$ cat src/rtl/ttrng_pkg.sv
// Shared constants for the TTRNG conditioner: Von Neumann pair layout, whitening LFSR
// definition and the legal parameter ranges of the conditioner.
package ttrng_pkg;

  // A raw byte is split into VN_PAIRS pairs; pair i is (raw[2i+1], raw[2i]) and pair 0 is
  // consumed first. When the two bits differ, the high bit of the pair is emitted.
  localparam int unsigned VN_PAIRS = 4;

  // Fibonacci LFSR x^8 + x^6 + x^5 + x^4 + 1, shifting left, feedback into bit 0.
  localparam logic [7:0] LFSR_TAPS = 8'hB8;
  localparam logic [7:0] LFSR_SEED = 8'h01;

  // Legal configuration ranges (DEPTH must also be a power of two).
  localparam int unsigned DEPTH_MIN     = 2;
  localparam int unsigned DEPTH_MAX     = 16;
  localparam int unsigned REP_LIMIT_MIN = 2;
  localparam int unsigned REP_LIMIT_MAX = 255;

  function automatic logic [7:0] lfsr_step(input logic [7:0] s);
    return {s[6:0], ^(s & LFSR_TAPS)};
  endfunction

endpackage

$ cat src/rtl/ttrng_fifo.sv
// Synchronous FIFO for conditioned bytes. A push into a full FIFO is accepted only when a pop
// happens on the same edge, so occupancy stays exact at 0..DEPTH.
module ttrng_fifo #(
  parameter int unsigned DEPTH = 4,
  parameter int unsigned DW    = 8
) (
  input  logic                   clk,
  input  logic                   reset,
  input  logic                   push_i,
  input  logic                   pop_i,
  input  logic [DW-1:0]          wdata_i,
  output logic [DW-1:0]          rdata_o,
  output logic                   full_o,
  output logic                   empty_o,
  output logic [$clog2(DEPTH):0] level_o
);

  localparam int unsigned AW = $clog2(DEPTH);

  logic [DW-1:0] mem_q [DEPTH];
  logic [AW-1:0] wr_q, wr_d, rd_q, rd_d;
  logic [AW:0]   level_q, level_d;
  logic          do_push, do_pop;

  assign empty_o = (level_q == '0);
  assign full_o  = (level_q == (AW + 1)'(DEPTH));
  assign do_pop  = pop_i && !empty_o;
  assign do_push = push_i && (!full_o || do_pop);

  // Pointer and occupancy next-state; pointers wrap naturally since DEPTH is a power of two.
  always_comb begin
    wr_d    = wr_q;
    rd_d    = rd_q;
    level_d = level_q;
    if (do_push) wr_d = wr_q + AW'(1);
    if (do_pop)  rd_d = rd_q + AW'(1);
    case ({do_push, do_pop})
      2'b10:   level_d = level_q + (AW + 1)'(1);
      2'b01:   level_d = level_q - (AW + 1)'(1);
      default: level_d = level_q;
    endcase
  end

  // Pointer and occupancy registers.
  always_ff @(posedge clk) begin
    if (reset) begin
      wr_q    <= '0;
      rd_q    <= '0;
      level_q <= '0;
    end else begin
      wr_q    <= wr_d;
      rd_q    <= rd_d;
      level_q <= level_d;
    end
  end

  // Storage array; contents are meaningless once the pointers are reset.
  always_ff @(posedge clk) begin
    if (do_push) mem_q[wr_q] <= wdata_i;
  end

  assign rdata_o = empty_o ? '0 : mem_q[rd_q];
  assign level_o = level_q;

endmodule

$ cat src/rtl/ttrng_conditioner.sv
// TTRNG raw-sample conditioner: Von Neumann debiasing, LSB-first byte packing, repetition-count
// health test and a small output FIFO on a valid/ready port.
// Optional build macro TTRNG_COND_MIX_EN: XOR each pushed byte with an 8-bit LFSR.
module ttrng_conditioner
  import ttrng_pkg::*;
#(
  parameter int unsigned DEPTH     = 4,
  parameter int unsigned REP_LIMIT = 32
) (
  input  logic                   clk,
  input  logic                   reset,
  input  logic                   raw_valid,
  input  logic [7:0]             raw_data,
  output logic                   out_valid,
  output logic [7:0]             out_data,
  input  logic                   out_ready,
  output logic                   health_fail,
  output logic [7:0]             drop_count,
  output logic [$clog2(DEPTH):0] fifo_level
);

  logic [7:0]  acc_q, acc_d;
  logic [2:0]  cnt_q, cnt_d;
  logic [7:0]  prev_q, prev_d;
  logic [7:0]  rep_q, rep_d;
  logic        fail_q, fail_d;
  logic [7:0]  drop_q, drop_d;

  logic [3:0]  hi, lo;
  logic [15:0] ext;
  logic [3:0]  pos;
  logic        byte_done;
  logic [7:0]  push_data;
  logic        push_req, push_ok, drop_evt;
  logic        fifo_full, fifo_empty, pop;

  assign hi = {raw_data[7], raw_data[5], raw_data[3], raw_data[1]};
  assign lo = {raw_data[6], raw_data[4], raw_data[2], raw_data[0]};

  // Insert the surviving Von Neumann bits at acc[count] in pair order; pos ends at count+k.
  always_comb begin
    ext = {8'h00, acc_q};
    pos = {1'b0, cnt_q};
    if (hi[0] != lo[0]) begin ext[pos] = hi[0]; pos = pos + 4'd1; end
    if (hi[1] != lo[1]) begin ext[pos] = hi[1]; pos = pos + 4'd1; end
    if (hi[2] != lo[2]) begin ext[pos] = hi[2]; pos = pos + 4'd1; end
    if (hi[3] != lo[3]) begin ext[pos] = hi[3]; pos = pos + 4'd1; end
  end

  assign byte_done = raw_valid && pos[3];
  assign pop       = out_ready && !fifo_empty;
  assign push_req  = byte_done && !fail_q;
  assign push_ok   = push_req && (!fifo_full || pop);
  assign drop_evt  = push_req && fifo_full && !pop;

  // Accumulator, repetition test and drop counter next-state.
  always_comb begin
    acc_d  = acc_q;
    cnt_d  = cnt_q;
    prev_d = prev_q;
    rep_d  = rep_q;
    fail_d = fail_q;
    drop_d = drop_q;
    if (raw_valid) begin
      prev_d = raw_data;
      if (raw_data == prev_q) rep_d = (rep_q == 8'hFF) ? rep_q : rep_q + 8'd1;
      else                    rep_d = 8'd0;
      if (rep_d == 8'(REP_LIMIT)) fail_d = 1'b1;
      // Completed byte leaves acc; the up-to-3-bit remainder restarts at bit 0.
      acc_d = pos[3] ? {5'b0, ext[10:8]} : ext[7:0];
      cnt_d = pos[2:0];
    end
    if (fail_q) begin
      acc_d = 8'h00;
      cnt_d = 3'd0;
    end
    if (drop_evt && (drop_q != 8'hFF)) drop_d = drop_q + 8'd1;
  end

  // Conditioner state registers.
  always_ff @(posedge clk) begin
    if (reset) begin
      acc_q  <= 8'h00;
      cnt_q  <= 3'd0;
      prev_q <= 8'h00;
      rep_q  <= 8'd0;
      fail_q <= 1'b0;
      drop_q <= 8'd0;
    end else begin
      acc_q  <= acc_d;
      cnt_q  <= cnt_d;
      prev_q <= prev_d;
      rep_q  <= rep_d;
      fail_q <= fail_d;
      drop_q <= drop_d;
    end
  end

`ifdef TTRNG_COND_MIX_EN
  logic [7:0] lfsr_q, lfsr_d;

  // Whitening LFSR advances only when a byte actually enters the FIFO.
  always_comb begin
    lfsr_d = push_ok ? lfsr_step(lfsr_q) : lfsr_q;
  end

  // Whitening LFSR register.
  always_ff @(posedge clk) begin
    if (reset) lfsr_q <= LFSR_SEED;
    else       lfsr_q <= lfsr_d;
  end

  assign push_data = ext[7:0] ^ lfsr_q;
`else
  assign push_data = ext[7:0];
`endif

  ttrng_fifo #(
    .DEPTH (DEPTH),
    .DW    (8)
  ) u_fifo (
    .clk     (clk),
    .reset   (reset),
    .push_i  (push_ok),
    .pop_i   (pop),
    .wdata_i (push_data),
    .rdata_o (out_data),
    .full_o  (fifo_full),
    .empty_o (fifo_empty),
    .level_o (fifo_level)
  );

  assign out_valid   = !fifo_empty;
  assign health_fail = fail_q;
  assign drop_count  = drop_q;

endmodule
$ cat config.mk
export PLATFORM = sky130hd
export DESIGN_NAME = ttrng_conditioner
export DESIGN_NICKNAME = d
export VERILOG_FILES = /design/src/rtl/ttrng_pkg.sv /design/src/rtl/ttrng_fifo.sv /design/src/rtl/ttrng_conditioner.sv
export SDC_FILE = /design/constraint.sdc
export NUM_CORES = 1
export LEC_CHECK = 0
export ABC_AREA = 1
export CORE_UTILIZATION = 30
export CTS_CLUSTER_SIZE = 25
export DETAILED_ROUTE_END_ITERATION = 6
export HOLD_SLACK_MARGIN = 0.06
export PLACE_DENSITY_LB_ADDON = 0.1
export RECOVER_POWER = 100
export SETUP_SLACK_MARGIN = 0.1
export SYNTH_ARGS = -nofsm -noshare
export SYNTH_HDL_FRONTEND = slang
export SYNTH_HIERARCHICAL = 1
export SYNTH_SLANG_ARGS = --single-unit
$ cat constraint.sdc
create_clock -name clk -period 4.9 [get_ports clk]
set_input_delay 0.98 -clock clk [delete_from_list [all_inputs] [get_ports clk]]
set_output_delay 0.98 -clock clk [all_outputs]
set_load 0.02 [all_outputs]
# ---- Yosys cells after proc, flatten, opt, wreduce, memory -nomap -nowiden
# Memory sizes are Yosys's and may differ from the RTL's. A register that Yosys moved wholly into a read port is not among the register bits.
# Index checks and enable logic that the tools add are counted.
dict set report totals {
  wordCells 92
  n_memories 1
  ff_bits 43
  mem_bits_rw 32
  out_inout_bits 21
  inputBits 12
}
dict set report op_classes {
  add_sub_neg 10
  n_mux 30
  n_eq_ne 11
  reduce_logical 23
  n_lt_le_gt_ge 8
}
# name depth width read_ports rd_clocked_by_memory_dff write_ports line
set memory_table {}
lappend memory_table {u_fifo.mem_q 4 8 1 1 1 ttrng_fifo.sv:20} ;# logic [DW-1:0] mem_q [DEPTH];
# operator n
set ops {}
lappend ops {{$bwmux W16} 4}
lappend ops {{$mux W16} 3}
lappend ops {{$mux W8} 5}
lappend ops {{$add A8 B1 Y8 const B} 2}
lappend ops {{$mux W4} 4}
lappend ops {{$lt A4 B5 Y1 const B} 3}
lappend ops {{$logic_and A1 B1 Y1} 13}
lappend ops {{$add A4 B1 Y4 const B} 3}
lappend ops {{$demux W1 S4} 3}
lappend ops {{$ge A4 B1 Y1 const B} 3}
lappend ops {{$mux W11} 1}
lappend ops {{$eq A8 B6 Y1 const B} 1}
lappend ops {{$eq A8 B8 Y1} 1}
lappend ops {{$eq A8 B8 Y1 const B} 1}
lappend ops {{$ne A8 B8 Y1 const B} 1}
lappend ops {{$mux W1} 6}
lappend ops {{$pmux W3 S2} 1}
lappend ops {{$lt A3 B5 Y1 const B} 1}
lappend ops {{$add A2 B1 Y2 const B} 2}
lappend ops {{$add A3 B1 Y4 const B} 1}
lappend ops {{$logic_not A1 Y1} 4}
lappend ops {{$mux W2} 2}
lappend ops {{$ne A1 B1 Y1} 4}
lappend ops {{$add A3 B1 Y3 const B} 1}
lappend ops {{11 further kinds} 12}

# ---- Depth between registers and ports, before layout
# Gate-level depths: netlist (run 1).
dict set report logic_depth {
  word_depth 14
  depth_mapped 28
  ltp_nobuf 27
}

# ---- Hierarchy
# The synthesis (run 1) kept the hierarchy.
# mod n_inst seq_area_each_um2 cells_each area_each_um2
set by_module_without_submodules {}
lappend by_module_without_submodules {ttrng_conditioner 1 720.7 515 3200.6}
lappend by_module_without_submodules {ttrng_fifo 1 1141.1 168 1756.7}

# ---- Worst setup path after synthesis (run 1)
# Ideal clock, no wire load.
dict set report synth_path {
  path_kind {in2reg}
  start {input raw_data[1]}
  end {register u_fifo.level_q[2] (netlist: u_fifo/level_o[2])}
  required_time_ns 4.787
  path_stages 27
  slack_ns 0.557
  path_buffers 1
  arrival_ns 4.230
  setup_ns 0.113
  cell_sequence {buf_6 inv_4 nand2_2 nand3_1 nand2_2 ha_1 nand2_1 nand2_1 ha_1 or2_2 nand2_1 inv_1 nand2_2 nor2_2 nand3_1 nand2_4 and3_1 nand2_1 ha_1 inv_1 fa_1 inv_1 nand2_1 nand3_1 nand2_1 nand2_1 nor2_1}
}
dict set report synth_via {
  elab_chain_len 14
  word_cells_on_any_way 16
  classes_between {add/sub: 3; eq/ne: 3; mux: 5; reduce/logical: 5}
}
# element line
set synth_lines {}
lappend synth_lines {{start, declared} ttrng_conditioner.sv:13} ;# input logic [7:0] raw_data,
lappend synth_lines {{$ne A1 B1 Y1 (*)} ttrng_conditioner.sv:44} ;# if (hi[0] != lo[0]) begin ext[pos] = hi[0]; pos = pos + 4'd1; end
lappend synth_lines {{$mux W4 (*)} ttrng_conditioner.sv:44}
lappend synth_lines {{$add A4 B1 Y4} ttrng_conditioner.sv:45} ;# if (hi[1] != lo[1]) begin ext[pos] = hi[1]; pos = pos + 4'd1; end
lappend synth_lines {{$mux W4 (*)} ttrng_conditioner.sv:45}
lappend synth_lines {{$add A4 B1 Y4} ttrng_conditioner.sv:46} ;# if (hi[2] != lo[2]) begin ext[pos] = hi[2]; pos = pos + 4'd1; end
lappend synth_lines {{$mux W4 (*)} ttrng_conditioner.sv:46}
lappend synth_lines {{$add A4 B1 Y4} ttrng_conditioner.sv:47} ;# if (hi[3] != lo[3]) begin ext[pos] = hi[3]; pos = pos + 4'd1; end
lappend synth_lines {{$mux W4 (*)} ttrng_conditioner.sv:47}
lappend synth_lines {{$logic_and A1 B1 Y1 (*)} ttrng_conditioner.sv:50} ;# assign byte_done = raw_valid && pos[3];
lappend synth_lines {{$logic_and A1 B1 Y1 (*)} ttrng_conditioner.sv:52} ;# assign push_req = byte_done && !fail_q;
lappend synth_lines {{$logic_and A1 B1 Y1 (*)} ttrng_conditioner.sv:53} ;# assign push_ok = push_req && (!fifo_full || pop);
lappend synth_lines {{net push_ok} ttrng_conditioner.sv:34} ;# logic push_req, push_ok, drop_evt;
lappend synth_lines {{$logic_and A1 B1 Y1 (*)} ttrng_fifo.sv:28} ;# assign do_push = push_i && (!full_o || do_pop);
lappend synth_lines {{$eq A2 B1 Y1 or $eq A2 B2 Y1 (tied branches)} ttrng_fifo.sv:37} ;# case ({do_push, do_pop})
lappend synth_lines {{$pmux W3 S2 or $reduce_bool A2 Y1 (tied branches)} n/a}
lappend synth_lines {{end signal, assigned} ttrng_fifo.sv:53} ;# level_q <= level_d;
lappend synth_lines {{end, declared} ttrng_fifo.sv:22} ;# logic [AW:0] level_q, level_d;
# Mark *: on every way through the listed nets, which the timed path passes. The rest lies on a longest branch.
# A chain may end at the register's enable or synchronous reset.

# ---- Final worst setup path (run 1)
dict set report layout_path {
  start {input raw_data[0]}
  end {register u_fifo.level_q[2] (netlist: u_fifo/level_o[2])}
}
# Same word-level chain as after synthesis.

==> impl_metrics.json, run 1 <==
{
  "status": "completed",
  "synth_cell_types": 37,
  "layout_setup_ws_ns": 0.404,
  "layout-drive-gt1-share_pct": 10.0,
  "grt_antenna_before_repair": 0,
  "crit_path_end_kind": "flip-flop",
  "cts_tree": "yes",
  "clock_skew_ns": 0.00495,
  "antenna_left": 0,
  "fin_crit_sh_pct": 91.8,
  "avgViaCountPerCell": 4.63,
  "drt-pass1-iter-count": 5,
  "slowest_stage": "clkdlybuf4s50_1",
  "cp.arrival_ns": 4.73,
  "top_usage_layer": "met2",
  "crit_path_start_kind": "input port",
  "grt_util_met3_pct": 3.91,
  "synth_area_per_cell_um2": 7.26,
  "max_freq_mhz": 222,
  "cap_violations": 0,
  "place_inst": 928,
  "row_count": 46,
  "worst_pin_slew_ns": 0.551,
  "core-area_um2": 16000,
  "vias": 4367,
  "p_leak_nw": 2.51,
  "netlist_area_um2": 4960,
  "synth_edf_count": 32,
  "rsz0062_at_grt": "false",
  "total_power_mw": 1.79,
  "cts_buffers": 9,
  "htreeDepth": 3,
  "post-route-util_pct": 36.1,
  "path_clk_slew_ns": 0.06,
  "cts.sinks": 77,
  "io-pin-count": 33,
  "min_period_ns": 4.50,
  "totalWireLength_um": 12000,
  "gp_congestion": 0.844,
  "yosysWarnings": 6,
  "hold_viol": 0,
  "grt_pass1_wl_um": 20000,
  "overflow": 0,
  "grt_pass1_vias": 4072,
  "p_per_area_nw_per_um2": 311,
  "post-place-ws_ns": -0.0297,
  "nNetsFinal": 756,
  "setup_viol": 0,
  "wire_per_inst_um": 12.7,
  "final_cells": 944,
  "fp.dieH_um": 131,
  "cts_hold_buf": 0,
  "grt_max_degree": 35,
  "synthesis.nets": 716,
  "post-cts-setup-buffers": 0,
  "relSlewSlack_pct": 62.9,
  "track_usage_pct": 15.3,
  "peakVddDrop_v": 0.000192,
  "cp_max_fo": 5,
  "ys_seq_area_share_pct": 37.6,
  "slowest_delay_ns": 0.57,
  "post_cts_resized": 0,
  "ys_ff_latch": 77,
  "antenna_cells": 0,
  "use_met2_pct": 25.7,
  "synth_flop_cell": "dfxtp_1",
  "cp.required_ns": 5.14,
  "critPathKind": "in -> reg",
  "slew_violations": 0,
  "die_x_um": 131,
  "start_util_pct": 31.0,
  "drt_iter0_drc": 292,
  "cts_root_buf": "clkbuf_16",
  "met1_usage_pct": 19.4,
  "finalSetupTns_ns": 0,
  "hp-class": "reg -> reg",
  "syn2layout_area_growth_pct": 16.5,
  "place_hpwl_um": 9330,
  "cpMostUsedCell": "nand2_1",
  "cts_buffer_depth": 2,
  "clk_latency_ns": 0.34,
  "async_reset_ff_share_pct": 0,
  "portBuffers": 32,
  "fill_cells": 1765,
  "die_area_um2": 17000,
  "synthCells": 683,
  "drc": 0
}
==> per-stage QoR <==
step	cell area, um2	hold WS (ns)
5_1_grt	5780	0.493
6_report	5780	0.472
3_3_place_gp	5540	0.471
4_1_cts	5810	0.474
3_5_place_dp	5540	0.463
2_1_floorplan	4960	0.442
==> final timing paths <==
| check | from | endpoint | slack [ns] | cells past startpoint |
|---|---|---|---|---|
| worst max-delay path | raw_data[0] | u_fifo/level_o[2] | 0.40 | 26 |
| worst min-delay path | acc_q[5] | acc_q[5] | 0.47 | 2 |
| worst max register to register | cnt_q[1] | u_fifo/level_o[2] | 1.10 | 25 |
| worst min register to register | acc_q[5] | acc_q[5] | 0.47 | 2 |
==> cell usage after synthesis (2+ instances only) <==
library cell / count / area, um2
nand3_4: 3 / 52.6
nand4_1: 6 / 37.5
nand2_2: 13 / 81.3
inv_2: 7 / 26.3
buf_4: 3 / 22.5
a31oi_1: 4 / 25.0
inv_1: 67 / 251
nand3_2: 5 / 50.1
xor2_1: 8 / 70.1
inv_4: 3 / 18.8
edfxtp_1: 32 / 961
clkinv_1: 2 / 7.51
nand3_1: 66 / 330
o21ai_0: 46 / 230
or2_2: 4 / 25.0
nand2_4: 9 / 101
o211ai_1: 5 / 37.5
o21ai_1: 10 / 50.1
clkbuf_1: 8 / 30.0
xnor2_1: 9 / 78.8
ha_1: 20 / 250
dfxtp_1: 45 / 901
a21oi_1: 44 / 220
nor2_2: 2 / 12.5
nand2_1: 145 / 544
nor2_1: 97 / 364
nor3_1: 5 / 25.0
nor2_4: 4 / 45.0
buf_6: 3 / 33.8
==> cell usage in the layout, fill, tap and decap left out, types with 6 or more instances in the layout <==
| master | instances |
|---|---|
| nand4_1 | 6 |
| buf_4 | 10 |
| dlygate4sd3_1 | 23 |
| ha_1 | 20 |
| nand2_1 | 147 |
| o21ai_1 | 10 |
| xor2_1 | 8 |
| nor2_1 | 98 |
| nand2_4 | 9 |
| o21ai_0 | 47 |
| dfxtp_1 | 45 |
| nand2_2 | 11 |
| inv_1 | 68 |
| xnor2_1 | 9 |
| clkdlybuf4s50_1 | 8 |
| a21oi_1 | 44 |
| nand3_1 | 67 |
| edfxtp_1 | 32 |
| clkbuf_16 | 9 |
| inv_2 | 6 |
==> power by group <==
group | internal (mW) | total [mW] | switching [mW]
clock | 0.342 | 0.607 | 0.265
sequential | 0.712 | 0.736 | 0.0240
combinational | 0.152 | 0.451 | 0.300
==> state kept, by name, indices dropped and copies added, names as in the netlist, named ones only <==
signal and flops:
drop_count 8, u_fifo/level_o 3, cnt_q 3, health_fail 1
acc_q 8, rep_q 8, u_fifo/wr_q 2, u_fifo/rd_q 2
u_fifo/mem_q 32, prev_q 8
==> cell families after synthesis <==
logic type               synth area share, %
adder cells (fa/ha/maj)                 5.45
XOR/XNOR                                3.00
buffers and inverters                   8.35
flip-flops                              37.6
AND/OR/NAND/NOR                         34.1
AO/OA/AOI/OAI                           11.5
==> critical path, delay by kind of cell <==
| kind | cells | cell delay (ns) |
|---|---|---|
| buffers and inverters | 4 | 0.78 |
| AND/OR/NAND/NOR | 18 | 1.83 |
| adder cells (fa/ha/maj) | 4 | 1.12 |
==> cell type report <==
class | instances | area, um2 | share of cell area [%]
clock buffers | 10 | 229 | 3.96
clock inverters | 6 | 37.5 | 0.650
inverters | 79 | 303 | 5.24
multi-input cells | 510 | 2660 | 46.0
flip-flops and latches | 77 | 1860 | 32.2
well taps | 216 | 270 | 4.68
repair buffers | 46 | 417 | 7.21
==> per-layer routing <==
metal | vias up | wire length [um]
met4 | 0 | 169
met1 | 1976 | 5820
met5 | - | 0
met3 | 12 | 352
li1 | 2314 | -
met2 | 65 | 5670
Note: power is estimated with default switching activity, not from simulation.
==> inputs of run 2 (changes only) <==
--- a/config.mk
+++ b/config.mk
@@ -6,7 +6,7 @@
 export NUM_CORES = 1
 export LEC_CHECK = 0
 export ABC_AREA = 1
-export CORE_UTILIZATION = 30
+export CORE_UTILIZATION = 35
 export CTS_CLUSTER_SIZE = 25
 export DETAILED_ROUTE_END_ITERATION = 6
 export HOLD_SLACK_MARGIN = 0.06
==> run 2 against run 1 <==
Clock power up 7.9%. Critical path type unchanged. Die area down 14%. Fmax shrank 0.54%. Largest power group unchanged. Critical endpoint is now u_fifo/mem_q[2][5]. Clock skew up 0.00064 ns. Critical path depth is 5 lower. Hold slack worse by 0.00073 ns. Core utilization increased by 5.5 points.
==> impl_metrics.json, run 2 (synthesis gave the netlist of run 1 again) <==
{
  "place_area_um2": 5500,
  "largest_reg_flops": 32,
  "slew_violations": 0,
  "post-cts-setup-buffers": 0,
  "relSlewSlack_pct": 58.8,
  "grt_pass1_vias": 4015,
  "avgViaCountPerCell": 4.82,
  "rsz0062_at_grt": "false",
  "routed.top_layer": "met4",
  "min-delay-start": "acc_q[5]",
  "hold_viol": 0,
  "drc": 0,
  "vias": 4373,
  "reg2reg_to": "u_fifo/mem_q[2][5]",
  "cp.required_ns": 4.89,
  "drt-pass1-iter-count": 5,
  "reg2reg_slack_ns": 1.03,
  "crit_path_start_kind": "input port",
  "cts_hold_buf": 0,
  "cts_buffer_depth": 2,
  "r2r_start": "cnt_q[1]",
  "setup_viol": 0,
  "htreeDepth": 3,
  "reg2reg_depth": 19,
  "layout-drive-gt1-share_pct": 9.75,
  "start_util_pct": 35.9,
  "status": "completed",
  "p_leak_nw": 2.51,
  "syn2layout_area_growth_pct": 16.1,
  "hp-class": "reg -> reg",
  "post-route-util_pct": 41.6,
  "min_path_cells": 2,
  "antenna_left": 0,
  "max_freq_mhz": 221,
  "cp.arrival_ns": 4.51,
  "hold_slack_ns": 0.472,
  "core-area_um2": 13800,
  "p_per_area_nw_per_um2": 320,
  "critPathKind": "in -> reg",
  "totalWireLength_um": 11800,
  "cap_violations": 0,
  "cp_max_fo": 8,
  "min_period_ns": 4.52,
  "cts.sinks": 77,
  "final_cell_mix": "146 x nand2_1, 98 x nor2_1, 69 x inv_1, 67 x nand3_1, 48 x o21ai_0",
  "fp.dieH_um": 121,
  "worst_pin_slew_ns": 0.618,
  "gp_congestion": 0.858,
  "nNetsFinal": 756,
  "clk_latency_ns": 0.34,
  "post_cts_resized": 0,
  "place_hpwl_um": 9130,
  "grt_antenna_before_repair": 0,
  "io-pin-count": 33,
  "cts_buffers": 9,
  "hold_path_end": "acc_q[5]",
  "grt_max_degree": 34,
  "drt_iter0_drc": 305,
  "final_common_cell": "nand2_1",
  "antenna_cells": 0,
  "path_clk_slew_ns": 0.06,
  "route.met3.wl_um": 468,
  "total_power_mw": 1.84,
  "grt_pass1_wl_um": 19500,
  "top_register": "u_fifo/mem_q",
  "wl_met1_um": 5590,
  "dr_wl_met2_um": 5550,
  "cts_tree": "yes",
  "die_area_um2": 14600,
  "crit_path_end_kind": "flip-flop",
  "cts_root_buf": "clkbuf_16",
  "fin_area_um2": 5750,
  "portBuffers": 32,
  "finalSetupTns_ns": 0,
  "fin_crit_sh_pct": 92.3,
  "row_count": 43,
  "peakVddDrop_v": 0.000240,
  "track_usage_pct": 17.2,
  "die_x_um": 121,
  "overflow": 0,
  "clock_skew_ns": 0.00559,
  "wire_per_inst_um": 13.0
}
[run 2: power by group]
part	leakage [nW]	internal, mW	switching (mW)
sequential	0.665	0.712	0.0248
clock	0.144	0.393	0.262
combinational	1.70	0.150	0.297
[run 2: metrics by stage]
step,instances,setup WS (ns)
floorplan,683,0.557
global placement,892,0.0516
detailed placement,892,0.00772
CTS,908,0.365
global route,908,0.0909
finish,908,0.379
[run 2: area by class of cell]
class,count,area (um2)
Clock buffer,10,229
Clock inverter,6,61.3
Fill cell,1403,8070
Inverter,79,303
Multi-Input combinational cell,510,2660
Sequential cell,77,1860
Tap cell,180,225
Timing Repair Buffer,46,413
[run 2: per-layer routing]
layer | up-vias | global-route usage [%]
met5 | - | 0
met4 | 0 | 6.79
met3 | 19 | 3.76
met2 | 100 | 28.5
met1 | 1948 | 21.7
li1 | 2306 | -
[run 2: worst max-delay path by stage]
stage                     depth (start not counted)   startpoint                 end
after CTS                                        21  raw_data[1]   u_fifo/level_o[1]
after global routing                             27  raw_data[0]   u_fifo/level_o[2]
final                                            21  raw_data[0]  u_fifo/mem_q[2][5]
after detailed placement                         21  raw_data[1]   u_fifo/level_o[1]
after global placement                           26  raw_data[1]   u_fifo/level_o[2]
after floorplan                                  27  raw_data[1]   u_fifo/level_o[2]
[run 2: critical path, stage by stage]
cell	delay, ns
clkdlybuf4s50_1	0.49
inv_1	0.18
nand2_4	0.10
nand3_1	0.14
nand2_2	0.09
ha_1	0.30
nand2_1	0.09
nand2_1	0.08
ha_1	0.26
or2_2	0.29
nand2_1	0.09
buf_4	0.13
nor2_1	0.04
nand3_1	0.10
nand2_1	0.10
nand2_4	0.10
and3_1	0.24
nand2_1	0.10
clkbuf_1	0.14
nor2_1	0.10
clkbuf_1	0.36
==> edit 1, RTL diff (config.mk and constraints of run 2) <==
Put a register stage on the output `fifo_level`, cleared by the reset. The value now appears one clock later. The other outputs are not delayed to match.
--- a/src/rtl/ttrng_conditioner.sv
+++ b/src/rtl/ttrng_conditioner.sv
@@ -18,6 +18,8 @@
   output logic [7:0]             drop_count,
   output logic [$clog2(DEPTH):0] fifo_level
 );
+
+  logic [$clog2(DEPTH):0] fifo_level_d;
 
   logic [7:0]  acc_q, acc_d;
   logic [2:0]  cnt_q, cnt_d;
@@ -127,11 +129,19 @@
     .rdata_o (out_data),
     .full_o  (fifo_full),
     .empty_o (fifo_empty),
-    .level_o (fifo_level)
+    .level_o (fifo_level_d)
   );
 
   assign out_valid   = !fifo_empty;
   assign health_fail = fail_q;
   assign drop_count  = drop_q;
 
+  always_ff @(posedge clk) begin
+    if (reset) begin
+      fifo_level <= '0;
+    end else begin
+      fifo_level <= fifo_level_d;
+    end
+  end
+
 endmodule
Behaviour: not the same (Yosys sat finds a counterexample within 4 cycles, from zero or initial values and one cycle with reset high).
==> edit 1 against run 2 <==
Count of clock-buffer cells in the layout did not move; worst setup slack improved by 0.11 ns; power rose by 0.20%; synthesized cell count rose by 1.3%; utilization barely moved; non-clock buffer count fell by 1; area after synthesis rose by 2.0%; wire length rose by 5.7%; final area rose by 1.3%; sequential cell count rose by 3; highest routed layer unchanged.
==> edit 1: results <==
metrics = {
    "clock_network": {
        "clock_path_buffers": 2,
        "clkLatencyLatePin_ns": 0.34,
        "cts_setup_buffers": 0,
        "clkTransAtPathRegs_ns": 0.06,
        "cts_buffers": 9,
    },
    "setup_path": {
        "cp_max_fo": 10,
        "critical_path_arrival_ns": 4.64,
    },
    "sta": {
        "slew_headroom_pct": 50.61,
        "fin_worst_skew_ns": 0.007567,
    },
    "cells_and_area": {
        "multi_input_area_um2": 2658,
        "drive_gt1_share_pct": 8.820,
        "largest_reg_flops": 32,
        "final_nets": 765,
        "n_fill_cell": 1489,
    },
    "detailed_routing": {
        "via_per_inst": 4.846,
        "wl_um": 12500,
        "route.detailed.drc": 0,
        "drtPass1Iterations": 4,
        "drtIter0Drc": 216,
        "wl_per_cell_um": 13.63,
    },
    "grt": {
        "grt_pass1_vias": 4270,
        "grt_pass1_wl_um": 20500,
        "grt_use_total_pct": 17.82,
        "grt_max_degree": 23,
        "antenna_found_initial": 0,
    },
    "placement": {
        "dp_hpwl_um": 9732,
        "place_inst": 901,
        "dp_slack_ns": -0.1147,
        "gp_congestion": 0.8588,
        "port_buffers": 32,
        "place_area_um2": 5602,
    },
    "worst_hold_path": {
        "min_path_type": "reg -> reg",
    },
    "logic_synthesis": {
        "ys_top_cells_by_area": "dfxtp_1, edfxtp_1, nand2_1",
        "ys_warn_count": 6,
        "synth_area_per_cell_um2": 7.307,
        "synth_common_cells": "nand2_1, nor2_1, inv_1",
        "ys_seq_area_share_pct": 38.01,
        "async_reset_ff_share_pct": 0,
        "synth_edf_count": 32,
        "syn_nets": 725,
        "ys_types": 39,
    },
    "outcome": {
        "status": "finished clean",
    },
    "power": {
        "peakVddDrop_uv": 156.2,
        "p_leak_nw": 2.517,
    },
}
edit 1: layout make-up:
cell class                      instances  share of cell area (%)
Multi-Input combinational cell        507                   45.61
Sequential cell                        80                   32.98
Timing Repair Buffer                   45                   6.785
Inverter                               89                   5.776
Clock buffer                           10                   3.930
Tap cell                              180                   3.865
Clock inverter                          6                   1.052
edit 1: cell families (layout without fill, tap and decap cells):
| family | count (synthesis) | after routing | synth area share, % |
|---|---|---|---|
| flops | 80 | 80 | 38.01 |
| compound gates | 117 | 117 | 12.30 |
| buf+inv | 105 | 150 | 8.587 |
| simple gates | 355 | 355 | 33.33 |
| fa+ha+maj | 21 | 21 | 5.345 |
| xor+xnor | 14 | 14 | 2.425 |
edit 1: stage by stage:
step	TNS [ns]	total power, mW
detailed placement	-0.2069	1.232
global route	0	1.956
finish	0	1.842
floorplan	0	1.088
global placement	0	1.226
CTS	0	1.894
edit 1: worst paths after layout:
| path | depth (start not counted) | endpoint | slack, ns | startpoint |
|---|---|---|---|---|
| min reg2reg | 2 | fifo_level[2] | 0.44 | u_fifo/level_o[2] |
| min | 2 | fifo_level[2] | 0.44 | u_fifo/level_o[2] |
| max | 24 | u_fifo/level_o[2] | 0.49 | raw_data[5] |
| max reg2reg | 26 | u_fifo/level_o[2] | 1.10 | cnt_q[0] |
edit 1: per-layer routing:
metal | vias to the layer above | global-route usage [%] | part of all wire (%)
met3 | 16 | 3.933 | 2.8
met4 | 0 | 7.165 | 2.3
met2 | 69 | 30.26 | 48
met5 | - | 0 | 0
met1 | 2031 | 21.75 | 47
li1 | 2328 | - | -
edit 1: worst max-delay path, stage by stage:
cell and delay, ns:
dlygate4sd3_1 0.76, inv_1 0.25, nand2_1 0.12, nand2_1 0.15
inv_1 0.22, nand3_2 0.14, nor2_1 0.26, nand2_2 0.10
nand2_4 0.11, nand2_4 0.10, nand2_4 0.08, nand2_4 0.08
nand2_1 0.12, nor3_2 0.06, nand2_1 0.10, ha_1 0.18
inv_1 0.07, fa_1 0.38, inv_1 0.07, nand2_1 0.05
nand3_1 0.10, nand2_1 0.06, nand2_1 0.06, nor2_1 0.04
edit 1: what timing repair did:
action | in CTS | in global routing
hold buffers | 0 | 0
gates resized for setup | 0 | 3
setup endpoints to repair | 0 | 2
edit 1: report_power, final:
| group | total [mW] | internal, mW | switching, mW | leakage (nW) |
|---|---|---|---|---|
| combinational | 0.434 | 0.136 | 0.298 | 1.69 |
| sequential | 0.759 | 0.736 | 0.0227 | 0.683 |
| clock | 0.649 | 0.392 | 0.257 | 0.142 |
==> edit 2, RTL diff (flow settings as in run 2) <==
Made on the original files. Add a define of `TTRNG_COND_MIX_EN`.
--- a/src/rtl/ttrng_conditioner.sv
+++ b/src/rtl/ttrng_conditioner.sv
@@ -1,6 +1,8 @@
 // TTRNG raw-sample conditioner: Von Neumann debiasing, LSB-first byte packing, repetition-count
 // health test and a small output FIFO on a valid/ready port.
 // Optional build macro TTRNG_COND_MIX_EN: XOR each pushed byte with an 8-bit LFSR.
+`define TTRNG_COND_MIX_EN
+
 module ttrng_conditioner
   import ttrng_pkg::*;
 #(
Formal check against the unedited RTL: not equivalent (Yosys sat finds a counterexample within 4 cycles, from zero or initial values and one cycle with reset high).
==> edit 2 against run 2 <==
Fmax increased by 2.4%; wire length increased by 9.0%; first-iteration DRC count decreased by 25%; power increased by 8.5%; area after synthesis increased by 5.0%; worst setup slack improved by 0.11 ns; critical path depth increased by 6; final area increased by 4.5%; sequential cell count increased by 8; combinational power increased by 0.9%; sequential share of layout area increased by 1.3 points; via count increased by 5.9%; cell count increased by 3.9%; critical endpoint is now u_fifo/level_o[2]; largest cell class unchanged; largest power group unchanged.
==> edit 2: results <==
metrics = {
    "worst_hold_path": {
        "min_path_type": "reg -> reg",
        "worstHoldEndpoint": "acc_q[4]",
        "hold_start": "acc_q[4]",
        "hold_path_depth": 2,
    },
    "setup_path": {
        "worst-r2r-cell-count": 26,
        "cp_max_fo": 10,
        "regToRegStartpoint": "cnt_q[0]",
        "critical_path_arrival_ns": 4.65,
        "max_stage_delay_ns": 0.53,
        "crit_family": "simple AND/OR/NAND/NOR gates",
        "crit_path_start": "raw_data[0]",
        "r2r_slack_ns": 1.13,
        "critPathSlowestCell": "clkdlybuf4s50_1",
        "r2r_end": "u_fifo/level_o[2]",
    },
    "placement": {
        "gp_congestion": 0.8962,
        "dp_slack_ns": 0.08660,
        "port_buffers": 32,
        "dp_hpwl_um": 9659,
        "place_inst": 926,
        "place_area_um2": 5746,
    },
    "cells_and_area": {
        "antenna_cells": 0,
        "final_nets": 783,
        "drive_gt1_share_pct": 7.246,
        "finalNonFillerCells": 943,
    },
    "logic_synthesis": {
        "synth_common_cells": "nand2_1, nor2_1, inv_1",
        "synth_edf_count": 32,
        "ys_top_cells_by_area": "dfxtp_1, edfxtp_1, nand2_1",
        "ys_warn_count": 6,
        "ys_types": 38,
        "syn_nets": 743,
        "synth_area_per_cell_um2": 7.290,
        "ys_seq_area_share_pct": 38.85,
    },
    "clock_network": {
        "clkTransAtPathRegs_ns": 0.06,
        "clock_path_buffers": 2,
        "clockRootBuffer": "clkbuf_16",
        "clkLatencyLatePin_ns": 0.34,
        "cts.htree.levels": 3,
        "postCtsHoldBufs": 0,
    },
    "power": {
        "p_leak_nw": 2.608,
        "peakVddDrop_uv": 199.6,
        "p_int_mw": 1.376,
    },
    "sta": {
        "worst-slew-pin-transition_ns": 0.9410,
        "max_freq_mhz": 226.5,
        "fin_worst_skew_ns": 0.007771,
    },
    "grt": {
        "grt_pass1_wl_um": 20800,
        "grt_max_degree": 37,
        "grt_use_total_pct": 17.76,
        "grt_pass1_vias": 4249,
    },
    "detailed_routing": {
        "via_per_inst": 4.912,
        "drtIter0Drc": 229,
        "drtPass1Iterations": 4,
        "wl_um": 12890,
    },
    "outcome": {
        "status": "finished clean",
    },
}
==> edit 2: power groups by stage <==
stage	Clock, mW	Sequential [mW]	Combinational (mW)
global route	0.784	0.814	0.517
floorplan	0	0.819	0.335
detailed placement	0	0.826	0.471
global placement	0	0.826	0.465
CTS	0.760	0.811	0.472
finish	0.734	0.811	0.451
==> edit 2: logic make-up (layout without fill, tap and decap cells) <==
group           Yosys count  in the layout  share of synthesized area [%]
buf+inv                  99            144                          8.005
compound gates          125            125                          12.91
simple gates            361            361                          31.47
flops                    85             85                          38.85
fa+ha+maj                17             17                          4.231
xor+xnor                 27             27                          4.543
==> edit 2: repair_timing <==
action                     CTS  global route
resized for setup            0             2
setup endpoints to repair    0             1
setup buffers                0             1
hold endpoints to repair     0             0
==> edit 2: per-layer routing <==
layer / up-vias / part of all wire (%) / global-route usage (%)
li1: 2425 / - / -
met1: 2133 / 49 / 23.11
met2: 61 / 48 / 29.72
met3: 13 / 2.2 / 2.976
met4: 0 / 1.7 / 6.027
met5: - / 0 / 0
==> edit 2: cell type report <==
| type | count | area (um2) |
|---|---|---|
| tap | 184 | 230.2 |
| clock buffer | 10 | 229.0 |
| multi-input combinational | 530 | 2728 |
| inverter | 82 | 311.5 |
| timing repair buffer | 46 | 401.6 |
| fill | 1502 | 8524 |
| sequential | 85 | 2022 |
| clock inverter | 6 | 87.58 |
==> edit 2: worst min-delay path: stages (launching register included) <==
cell     delay (ns)
dfxtp_1        0.31
nand2_1        0.06
a21oi_1        0.06
==> edit 2: per-stage QoR <==
stage                     total power [mW]  hold WS (ns)
final                                1.995        0.4759
after global routing                 2.115        0.5124
after CTS                            2.042        0.4800
after detailed placement             1.297        0.4673
after global placement               1.290        0.4647
after floorplan                      1.154        0.4454
==> edit 2: worst max-delay path by stage <==
| stage | to | depth (start not counted) |
|---|---|---|
| floorplan | u_fifo/level_o[2] | 28 |
| global placement | u_fifo/level_o[2] | 29 |
| global route | u_fifo/level_o[2] | 27 |
| CTS | u_fifo/level_o[2] | 29 |
| finish | u_fifo/level_o[2] | 27 |
| detailed placement | u_fifo/level_o[2] | 29 |
